**config.mk**
```make
export PLATFORM = sky130hd
export DESIGN_NAME = pipe_stage_reg
export DESIGN_NICKNAME = d
export VERILOG_FILES = /design/src/rtl/pipe_stage_reg.sv
export SDC_FILE = /design/constraint.sdc
export NUM_CORES = 1
export LEC_CHECK = 0
export CELL_PAD_IN_SITES_DETAIL_PLACEMENT = 0
export CELL_PAD_IN_SITES_GLOBAL_PLACEMENT = 2
export CORE_UTILIZATION = 26
export DETAILED_ROUTE_END_ITERATION = 6
export HOLD_SLACK_MARGIN = 0.08
export PLACE_DENSITY_LB_ADDON = 0.15
export SYNTH_ARGS = -nofsm -noshare
export SYNTH_HDL_FRONTEND = slang
export SYNTH_SLANG_ARGS = --single-unit
```
**constraint.sdc**
```tcl
create_clock -name clk -period 1.93 [get_ports clk]
set_input_delay 0.386 -clock clk [delete_from_list [all_inputs] [get_ports clk]]
set_output_delay 0.386 -clock clk [all_outputs]
set_load 0.05 [all_outputs]
```
**src/rtl/pipe_stage_reg.sv**
```systemverilog
// Generic flow-controlled pipeline stage with a control and a data bundle; an accepted entry is visible right after its accept edge.
// Backpressure: SKID=1 accepts one extra entry into a skid register behind a registered in_ready; SKID=0 passes out_ready combinationally to in_ready.
module pipe_stage_reg #(
    parameter int CTRL_W = 4,
    parameter int DATA_W = 101,
    parameter int SKID   = 1,
    parameter int CNT_W  = 16
) (
    input  logic              clk,
    input  logic              rst_n,
    input  logic              flush,
    input  logic              in_valid,
    output logic              in_ready,
    input  logic [CTRL_W-1:0] in_ctrl,
    input  logic [DATA_W-1:0] in_data,
    output logic              out_valid,
    input  logic              out_ready,
    output logic [CTRL_W-1:0] out_ctrl,
    output logic [DATA_W-1:0] out_data,
    output logic [1:0]        occupancy,
    output logic [CNT_W-1:0]  stall_cnt
);

    localparam logic [CNT_W-1:0] CNT_MAX = '1;
    localparam logic [CNT_W-1:0] CNT_ONE = CNT_W'(1);

    logic [CTRL_W-1:0] main_ctrl;
    logic [DATA_W-1:0] main_data;
    logic              vld;
    logic              rdy;
    logic [1:0]        occ;
    logic              in_fire;
    logic              out_fire;
    logic [CNT_W-1:0]  stall_q;

    assign in_fire  = in_valid & rdy;
    assign out_fire = vld & out_ready;

    generate
        if (SKID != 0) begin : g_skid
            typedef enum logic [1:0] {
                ST_EMPTY = 2'd0,
                ST_ONE   = 2'd1,
                ST_FULL  = 2'd2
            } state_t;

            state_t            state;
            logic              rdy_q;
            logic [CTRL_W-1:0] skid_ctrl;
            logic [DATA_W-1:0] skid_data;

            // rdy_q always tracks (next state != ST_FULL), so in_ready never sees out_ready.
            always_ff @(posedge clk) begin
                if (!rst_n) begin
                    state     <= ST_EMPTY;
                    rdy_q     <= 1'b1;
                    main_ctrl <= '0;
                    main_data <= '0;
                    skid_ctrl <= '0;
                    skid_data <= '0;
                end else if (flush) begin
                    state <= ST_EMPTY;
                    rdy_q <= 1'b1;
                end else begin
                    case (state)
                        ST_EMPTY: begin
                            if (in_fire) begin
                                main_ctrl <= in_ctrl;
                                main_data <= in_data;
                                state     <= ST_ONE;
                            end
                        end
                        ST_ONE: begin
                            if (in_fire && out_fire) begin
                                main_ctrl <= in_ctrl;
                                main_data <= in_data;
                            end else if (out_fire) begin
                                state <= ST_EMPTY;
                            end else if (in_fire) begin
                                skid_ctrl <= in_ctrl;
                                skid_data <= in_data;
                                state     <= ST_FULL;
                                rdy_q     <= 1'b0;
                            end
                        end
                        ST_FULL: begin
                            if (out_fire) begin
                                main_ctrl <= skid_ctrl;
                                main_data <= skid_data;
                                state     <= ST_ONE;
                                rdy_q     <= 1'b1;
                            end
                        end
                        default: begin
                            state <= ST_EMPTY;
                            rdy_q <= 1'b1;
                        end
                    endcase
                end
            end

            assign vld = (state != ST_EMPTY);
            assign rdy = rdy_q;
            assign occ = (state == ST_FULL) ? 2'd2 :
                         (state == ST_ONE)  ? 2'd1 : 2'd0;
        end else begin : g_flop
            logic vld_q;

            always_ff @(posedge clk) begin
                if (!rst_n) begin
                    vld_q     <= 1'b0;
                    main_ctrl <= '0;
                    main_data <= '0;
                end else if (flush) begin
                    vld_q <= 1'b0;
                end else if (in_fire) begin
                    vld_q     <= 1'b1;
                    main_ctrl <= in_ctrl;
                    main_data <= in_data;
                end else if (out_fire) begin
                    vld_q <= 1'b0;
                end
            end

            assign vld = vld_q;
            assign rdy = !vld_q | out_ready;
            assign occ = {1'b0, vld_q};
        end
    endgenerate

    // Stall counter survives flushes; only reset clears it.
    always_ff @(posedge clk) begin
        if (!rst_n) begin
            stall_q <= '0;
        end else if (vld && !out_ready && (stall_q != CNT_MAX)) begin
            stall_q <= stall_q + CNT_ONE;
        end
    end

    assign in_ready  = rdy;
    assign out_valid = vld;
    assign out_ctrl  = main_ctrl & {CTRL_W{vld}};
    assign out_data  = main_data;
    assign occupancy = occ;
    assign stall_cnt = stall_q;

endmodule

```
# Yosys cells after proc, flatten, opt, wreduce, memory -nomap -nowiden
# Index checks and enable logic that the tools add are counted.
dict set report totals {
  latch_bits 0
  rom_bits 0
  reg_bits 229
  output_inout_bits 125
  ramBits 0
  n_memories 0
}
dict set report classes {
  n_reduce_logical 12
  n_eq_ne 10
  addsub 1
  n_mul 0
  order_cmp 0
  div_mod_pow 0
  n_mux 21
  n_shift 0
  bitwise 8
}
# op n
set ops {}
lappend ops {{101-bit two-way mux} 3}
lappend ops {{101-bit case mux with 3 select lines} 1}
lappend ops {{16-bit by 1-bit adder with 16-bit output (second input constant)} 1}
lappend ops {{16-bit inequality test (second input constant)} 1}
lappend ops {{5-bit AND reduction} 3}
lappend ops {{2-bit two-way mux} 6}
lappend ops {{4-bit two-way mux} 3}
lappend ops {{2-bit inequality test (second input constant)} 6}
lappend ops {{4-bit case mux with 3 select lines} 1}
lappend ops {{2-bit case mux with 3 select lines} 1}
lappend ops {{1-bit two-way mux} 5}
lappend ops {{1-bit inverter} 5}
lappend ops {{4-bit bitwise AND} 1}
lappend ops {{4-bit AND reduction} 1}
lappend ops {{1-bit logical AND} 3}
lappend ops {{3-bit inequality test (second input constant)} 1}
lappend ops {{1-bit case mux with 3 select lines} 1}
lappend ops {{3-bit nonzero test} 1}
lappend ops {{1-bit bitwise AND} 2}
lappend ops {{2-bit by 1-bit == test with 1-bit output (second input constant)} 1}
lappend ops {{2-bit == test (second input constant)} 1}
lappend ops {{2-bit logical NOT} 1}
lappend ops {{2-bit nonzero test} 1}
lappend ops {{2-bit OR reduction} 1}
lappend ops {{1-bit logical NOT} 1}

# Logic depth before layout (Yosys ltp)
# Gate-level depths: netlist (run 1).
dict set report logic_depth {
  ltp_word 5
  mapped_depth 9
  ltp_nobuf 5
}

# Worst setup path before layout (run 1)
# OpenSTA, ideal clock, no wires.
dict set report synth_path {
  path_kind {register -> register}
  from {register stall_q[1] (netlist: stall_cnt[1])}
  to {register stall_q[6] (netlist: stall_cnt[6])}
  slack_ns -0.341
  path_stages_with_launch 7
  required_ns 1.815
  period_less_slack_ns 2.271
  setup_time_ns 0.115
  arrival_ns 2.156
  path_cell_list {dfxtp_1 ha_1 nand4_1 nor4_2 buf_2 nor4_1 o21a_1}
}
dict set report synth_via {
  elab_chain_cells 2
  word_cells_on_any_way 3
  cone_classes {1 x add/sub; 1 x eq/ne; 1 x reduce/logical}
}
# element line
set synth_rtl {}
lappend synth_rtl {{start, declared} 34} ;# logic [CNT_W-1:0] stall_q;
lappend synth_rtl {{start signal, assigned} 136} ;# stall_q <= stall_q + CNT_ONE;
lappend synth_rtl {{branches (longest 2 deep; another with 16-bit by 1-bit adder with 16-bit output)} -}
# Several ways; the timed one is not identified.
# A chain may end at the register's enable or synchronous reset.

# Worst setup path after layout (run 1)
dict set report layout_path {
  from {register g_skid.state[0]}
  to {output port occupancy[0]}
}
dict set report layout_via {
  elab_chain_cells 3
  word_cells_on_any_way 4
  cone_classes {2 x eq/ne; 2 x mux}
}
# element line
set layout_rtl {}
lappend layout_rtl {{start, declared} 47} ;# state_t state;
lappend layout_rtl {{start signal, assigned} 55} ;# state <= ST_EMPTY;
lappend layout_rtl {{start signal, assigned} 62} ;# state <= ST_EMPTY;
lappend layout_rtl {{start signal, assigned} 70} ;# state <= ST_ONE;
lappend layout_rtl {{2-bit by 1-bit == test with 1-bit output} 105} ;# (state == ST_ONE) ? 2'd1 : 2'd0;
lappend layout_rtl {{1-bit two-way mux} 105}
lappend layout_rtl {{2-bit two-way mux *} 104} ;# assign occ = (state == ST_FULL) ? 2'd2 :
lappend layout_rtl {{end, declared} 20} ;# output logic [1:0] occupancy,
# Mark *: on every way between the ends. The rest lies on a longest branch, timed or not.

==> results.json, run 1 <==
{
  "grt_pass1_vias": 9195,
  "critical_path.max_fanout": 3,
  "crit_type": "reg2out",
  "cts_tree": "yes",
  "clk_latency_ns": 0.54,
  "core_area_mm2": 0.0378,
  "drt-initial-drc-count": 452,
  "dp_cells": 1963,
  "min-delay-path-class": "in2reg",
  "ys.flop_type": "dfxtp_1",
  "postRouteAntennaNets": 0,
  "first_pass_iters": 5,
  "syn_to_final_growth_pct": 40.8,
  "antenna_found_initial": 6,
  "startpoint": "g_skid.state[0]",
  "netlist.top_cell.by_area": "dfxtp_1",
  "placementRows": 71,
  "layout_setup_ws_ns": 0.0289,
  "leakage_nw": 5.89,
  "fp.dieArea_mm2": 0.0395,
  "combPwrFrac_pct": 15.5,
  "nNetsFinal": 1601,
  "period_share_pct": 98.5,
  "drcViolationCount": 0,
  "power.density_mw_per_mm2": 859,
  "finalMaxSlewViolations": 0,
  "maxCapViolCount": 0,
  "cts_buffer_depth": 3,
  "max_freq_mhz": 526,
  "min_period_ns": 1.90,
  "drt-vias-per-instance": 4.73,
  "netSwitchingPower_w": 0.00336,
  "clockPowerShare_pct": 43.4,
  "synth.distinct_cells": 38,
  "yosysTopAreaCellShare_pct": 45.6,
  "switching_share_pct": 27.7,
  "grt_max_degree": 113,
  "critPathLaunchType": "flip-flop",
  "r2r_start": "g_skid.state[0]",
  "dp_hpwl_um": 21400,
  "post_drt_wl_per_cell_um": 17.3,
  "netlist_area_mm2": 0.0101,
  "instances_no_fill": 2023,
  "place_area_mm2": 0.0132,
  "ys_ff_latch": 229,
  "cts.clk_slew.worst_paths_ns": 0.06,
  "root_buffer": "clkbuf_16",
  "grt-ovfl-total": 0,
  "fin_skew_ns": 0.0160,
  "synth_area_leaders": "dfxtp_1, nand2_1, o311a_1",
  "critical_path_arrival_ns": 1.52,
  "holdBufCountCts": 0,
  "cts.sinks": 229,
  "place.gp.congestion": 0.784,
  "die_h_um": 199,
  "hold_violations": 0,
  "p_int_w": 0.00880,
  "die_w_um": 199,
  "ff_latch_area_mm2": 0.00462,
  "io_buffers": 234,
  "globalRouteTotalUtil_pct": 17.5,
  "peakVddDrop_v": 0.000583,
  "start_util_pct": 26.6,
  "final_common_cell": "nand2_1",
  "rsz0062_at_grt": "true",
  "worstMarginPinSlew_ns": 0.591,
  "required_ns": 1.54,
  "cts_buffers": 29,
  "relSlewSlack_pct": 60.6,
  "vias": 9569,
  "async_flop_share_pct": 0,
  "final_cell_mix": "nand2_1, dfxtp_1, a21oi_1",
  "yosysWarningCount": 0,
  "drive_gt1_share_pct": 10.7,
  "dp_slack_ns": -0.406,
  "status": "completed",
  "seqPwrFrac_pct": 41.1,
  "drt-total-wl_um": 35000,
  "fin_area_mm2": 0.0142,
  "final-setup-viol-count": 0,
  "fill_cells": 4038,
  "ys_seq_area_share_pct": 45.6,
  "multi_input_area_mm2": 0.00500,
  "synthCells": 1291,
  "cp-end-kind": "output port",
  "cts_max_level": 1,
  "pin_count": 235,
  "min_from": "rst_n",
  "synth_edf_count": 0,
  "grt_first_pass_wirelength_um": 54300,
  "syn_nets": 1402,
  "syn_area_per_cell_um2": 7.79
}
layer usage:
| layer | share of wire, % | GRT usage, % | up-vias | routed length, um |
|---|---|---|---|---|
| li1 | - | - | 4853 | - |
| met1 | 49 | 24.7 | 4492 | 17100 |
| met2 | 45 | 27.8 | 184 | 15600 |
| met3 | 5.1 | 3.31 | 34 | 1790 |
| met4 | 1.3 | 3.08 | 6 | 448 |
| met5 | 0.10 | 0 | - | 36 |
power by group through the flow:
stage	sequential [W]	clock [W]	combinational, W
5_1_grt	0.00502	0.00568	0.00202
4_1_cts	0.00500	0.00547	0.00190
6_report	0.00500	0.00528	0.00188
3_5_place_dp	0.00511	0	0.00198
2_1_floorplan	0.00561	0	0.000660
3_3_place_gp	0.00511	0	0.00197
area by class of cell:
cell class	count	area share, %
diodes	3	0.0530
clock buffers	42	5.82
well taps	511	4.51
repair inverters	1	0.0618
clock inverters	8	0.636
multi-input cells	935	35.3
inverters	5	0.265
flip-flops and latches	229	32.6
repair buffers	289	20.7
Yosys cell counts (5+ instances only):
cell / instances
nor2b_1: 6
o31ai_1: 8
dfxtp_1: 229
clkbuf_1: 86
buf_1: 12
or4_1: 9
nand4_1: 5
nand2_1: 532
buf_2: 23
o311a_1: 105
a21oi_1: 117
o21bai_1: 106
nand3_1: 6
stage by stage:
| stage | total power, W | hold WS [ns] | setup TNS [ns] | util (%) |
|---|---|---|---|---|
| after floorplan | 0.00627 | 0.437 | 0 | - |
| after global routing | 0.0127 | 0.348 | -0.114 | 37.4 |
| after global placement | 0.00708 | 0.442 | -42.86 | 35.0 |
| after detailed placement | 0.00709 | 0.447 | -48.61 | 35.0 |
| after CTS | 0.0124 | 0.321 | -0.224 | 37.3 |
| final | 0.0122 | 0.329 | 0 | 37.4 |
registers in the layout, indices dropped and copies added, names as in the netlist:
name	count
g_skid.skid_data	101
stall_cnt	16
g_skid.skid_ctrl	4
in_ready	1
g_skid.state	2
main_ctrl	4
out_data	101
critical path, cell delays in order (launching register included):
cell and delay (ns):
dfxtp_4 0.35, buf_4 0.13, nor2b_1 0.31, buf_12 0.18
logic make-up after synthesis:
group | count (synthesis) | synth area share, %
and+or+nand+nor | 578 | 22.8
AOI/OAI and AO/OA | 355 | 26.3
DFF | 229 | 45.6
buffers and inverters | 127 | 5.10
xor gates and xnor gates | 1 | 0.0871
adders and majority gates | 1 | 0.124
repair_timing:
action / in CTS / in global routing
endpoints found under the hold margin: 0 / 0
pin swaps: 1 / 0
resized for setup: 114 / 2
setup buffers: 1 / 5
cloned: 1 / 1
setup endpoints to repair: 103 / 8
path summary, 6_finish.rpt:
check	slack, ns	cells after the start	endpoint
setup reg to reg	0.06	5	out_data[63]
hold reg to reg	0.45	2	g_skid.skid_data[78]
hold / removal	0.33	3	g_skid.skid_ctrl[0]
setup / recovery	0.03	3	occupancy[0]
Power figures use the tool's default switching activity.
==> run 2: changes to the inputs <==
==> constraint.sdc (replaced) <==
create_clock -name clk -period 1.93 [get_ports clk]
set_input_delay 0.386 -clock clk [delete_from_list [all_inputs] [get_ports clk]]
set_output_delay 0.386 -clock clk [all_outputs]
set_load 0.01 [all_outputs]
==> results.json, run 2 (synthesis results as in run 1) <==
{
  "dp_hpwl_um": 21200,
  "cp_cell_sequence": "nor2_1 > buf_4 > nor2b_1 > clkdlybuf4s15_2",
  "vias": 9597,
  "period_share_pct": 96.8,
  "syn_to_final_growth_pct": 41.2,
  "met2_usage_pct": 27.4,
  "root_buffer": "clkbuf_16",
  "cts_buffer_depth": 3,
  "status": "completed",
  "critical_path.max_fanout": 5,
  "layout_setup_ws_ns": 0.0612,
  "post_drt_wl_per_cell_um": 17.2,
  "pin_count": 235,
  "relSlewSlack_pct": 57.6,
  "core_area_mm2": 0.0378,
  "finalMaxSlewViolations": 0,
  "cts_tree": "yes",
  "timing.critical_path.buf_inv": 2,
  "final_cell_mix": "nand2_1, dfxtp_1, clkdlybuf4s50_1",
  "dp_slack_ns": -0.412,
  "slowest_delay_ns": 0.37,
  "rrSetupSlack_ns": 0.11,
  "grt_pass1_vias": 9254,
  "startpoint": "g_skid.state[1]",
  "drcViolationCount": 0,
  "grt_first_pass_wirelength_um": 54200,
  "cpLargestDelayFamily": "buffers and inverters",
  "die_w_um": 199,
  "rsz0062_at_grt": "false",
  "fin_skew_ns": 0.00964,
  "clk_latency_ns": 0.54,
  "hold_violations": 0,
  "postRouteAntennaNets": 0,
  "antenna_found_initial": 5,
  "cts.clk_slew.worst_paths_ns": 0.06,
  "cts_buffers": 29,
  "setup.worst_path.end": "out_ctrl[1]",
  "fin_area_mm2": 0.0142,
  "grt_max_degree": 111,
  "grt-ovfl-total": 0,
  "drive_gt1_share_pct": 8.60,
  "critPathLaunchType": "flip-flop",
  "worstMarginPinSlew_ns": 0.636,
  "placementRows": 71,
  "drt-initial-drc-count": 398,
  "final_common_cell": "nand2_1",
  "maxCapViolCount": 0,
  "power_w": 0.0123,
  "first_pass_iters": 5,
  "power.density_mw_per_mm2": 863,
  "gr-usage-met3_pct": 3.65,
  "min_period_ns": 1.87,
  "top_usage_layer": "met2",
  "nNetsFinal": 1602,
  "fin_util_pct": 37.5,
  "cts.sinks": 229,
  "grtUsageMet1_pct": 24.4,
  "drt-vias-per-instance": 4.74,
  "min-delay-path-class": "in2reg",
  "place.gp.congestion": 0.783,
  "r2r_start": "stall_cnt[1]",
  "cts_max_level": 1,
  "start_util_pct": 26.6,
  "rr_worst_depth": 5,
  "drt-total-wl_um": 34800,
  "crit_type": "reg2out",
  "slowest_stage": "dfxtp_4",
  "peakVddDrop_v": 0.000611,
  "critical_path_arrival_ns": 1.48,
  "io_buffers": 234,
  "place_area_mm2": 0.0132,
  "max_freq_mhz": 535,
  "cp.depth": 4,
  "cp-end-kind": "output port",
  "required_ns": 1.54,
  "fp.dieArea_mm2": 0.0395,
  "globalRouteTotalUtil_pct": 17.4,
  "leakage_nw": 5.54,
  "final-setup-viol-count": 0,
  "timing.rr.end": "stall_cnt[14]",
  "fill_cells": 3979,
  "die_h_um": 199
}
run 2: cell count changes in the layout (fill, tap and decap cells not counted), moves of 5 or more:
cell / previous run / this run
buf_12: 27 / 15
buf_4: 57 / 43
clkdlybuf4s50_1: 107 / 211
dfxtp_1: 213 / 220
dfxtp_4: 7 / 2
dlygate4sd2_1: 94 / 14
run 2: per-stage QoR:
step / cells / TNS [ns] / hold slack [ns]
6_report: 2024 / 0 / 0.344
5_1_grt: 2023 / 0 / 0.353
4_1_cts: 2023 / 0 / 0.331
3_5_place_dp: 1970 / -45.11 / 0.447
3_3_place_gp: 1970 / -41.43 / 0.442
2_1_floorplan: 1291 / 0 / 0.437
run 2: area by class of cell:
cell class | instances | area (um2) | share of cell area [%]
Clock buffer | 44 | 872 | 6.14
Inverter | 5 | 26.3 | 0.185
Antenna cell | 1 | 2.50 | 0.0176
Tap cell | 511 | 639 | 4.50
Timing Repair Buffer | 291 | 2930 | 20.6
Sequential cell | 229 | 4600 | 32.4
Clock inverter | 8 | 144 | 1.01
Multi-Input combinational cell | 935 | 4980 | 35.1
run 2: worst min path at each step:
stage,startpoint,end,slack (ns),cells past startpoint
after floorplan,g_skid.skid_ctrl[0],g_skid.skid_ctrl[0],0.44,2
after global placement,g_skid.skid_data[4],g_skid.skid_data[4],0.44,2
after detailed placement,g_skid.skid_data[28],g_skid.skid_data[28],0.45,2
after CTS,rst_n,g_skid.skid_data[44],0.33,3
after global routing,rst_n,g_skid.skid_data[43],0.35,3
final,rst_n,g_skid.skid_ctrl[3],0.34,3
run 2: report_power, final:
part | leakage, nW | internal [W] | switching [W]
Clock | 0.502 | 0.00362 | 0.00213
Combinational | 3.17 | 0.000789 | 0.000715
Sequential | 1.87 | 0.00491 | 0.000101
run 2: repair_timing:
item / CTS / global route
hold buffers: 0 / 0
buffers inserted: 1 / 0
endpoints found under the setup margin: 24 / 8
endpoints found under the hold margin: 0 / 0
pin swaps: 0 / 0
resized for setup: 40 / 8
run 2: metal layers:
metal | vias to the layer above | part of all wire, %
met5 | - | 0.10
li1 | 4847 | -
met1 | 4504 | 48
met3 | 39 | 5.6
met2 | 201 | 45
met4 | 6 | 1.4
run 2: tightest hold or removal path: cells and delay by family:
kind,cells,cell delay [ns]
buffers and inverters,2,0.28
AOI/OAI and AO/OA,1,0.16
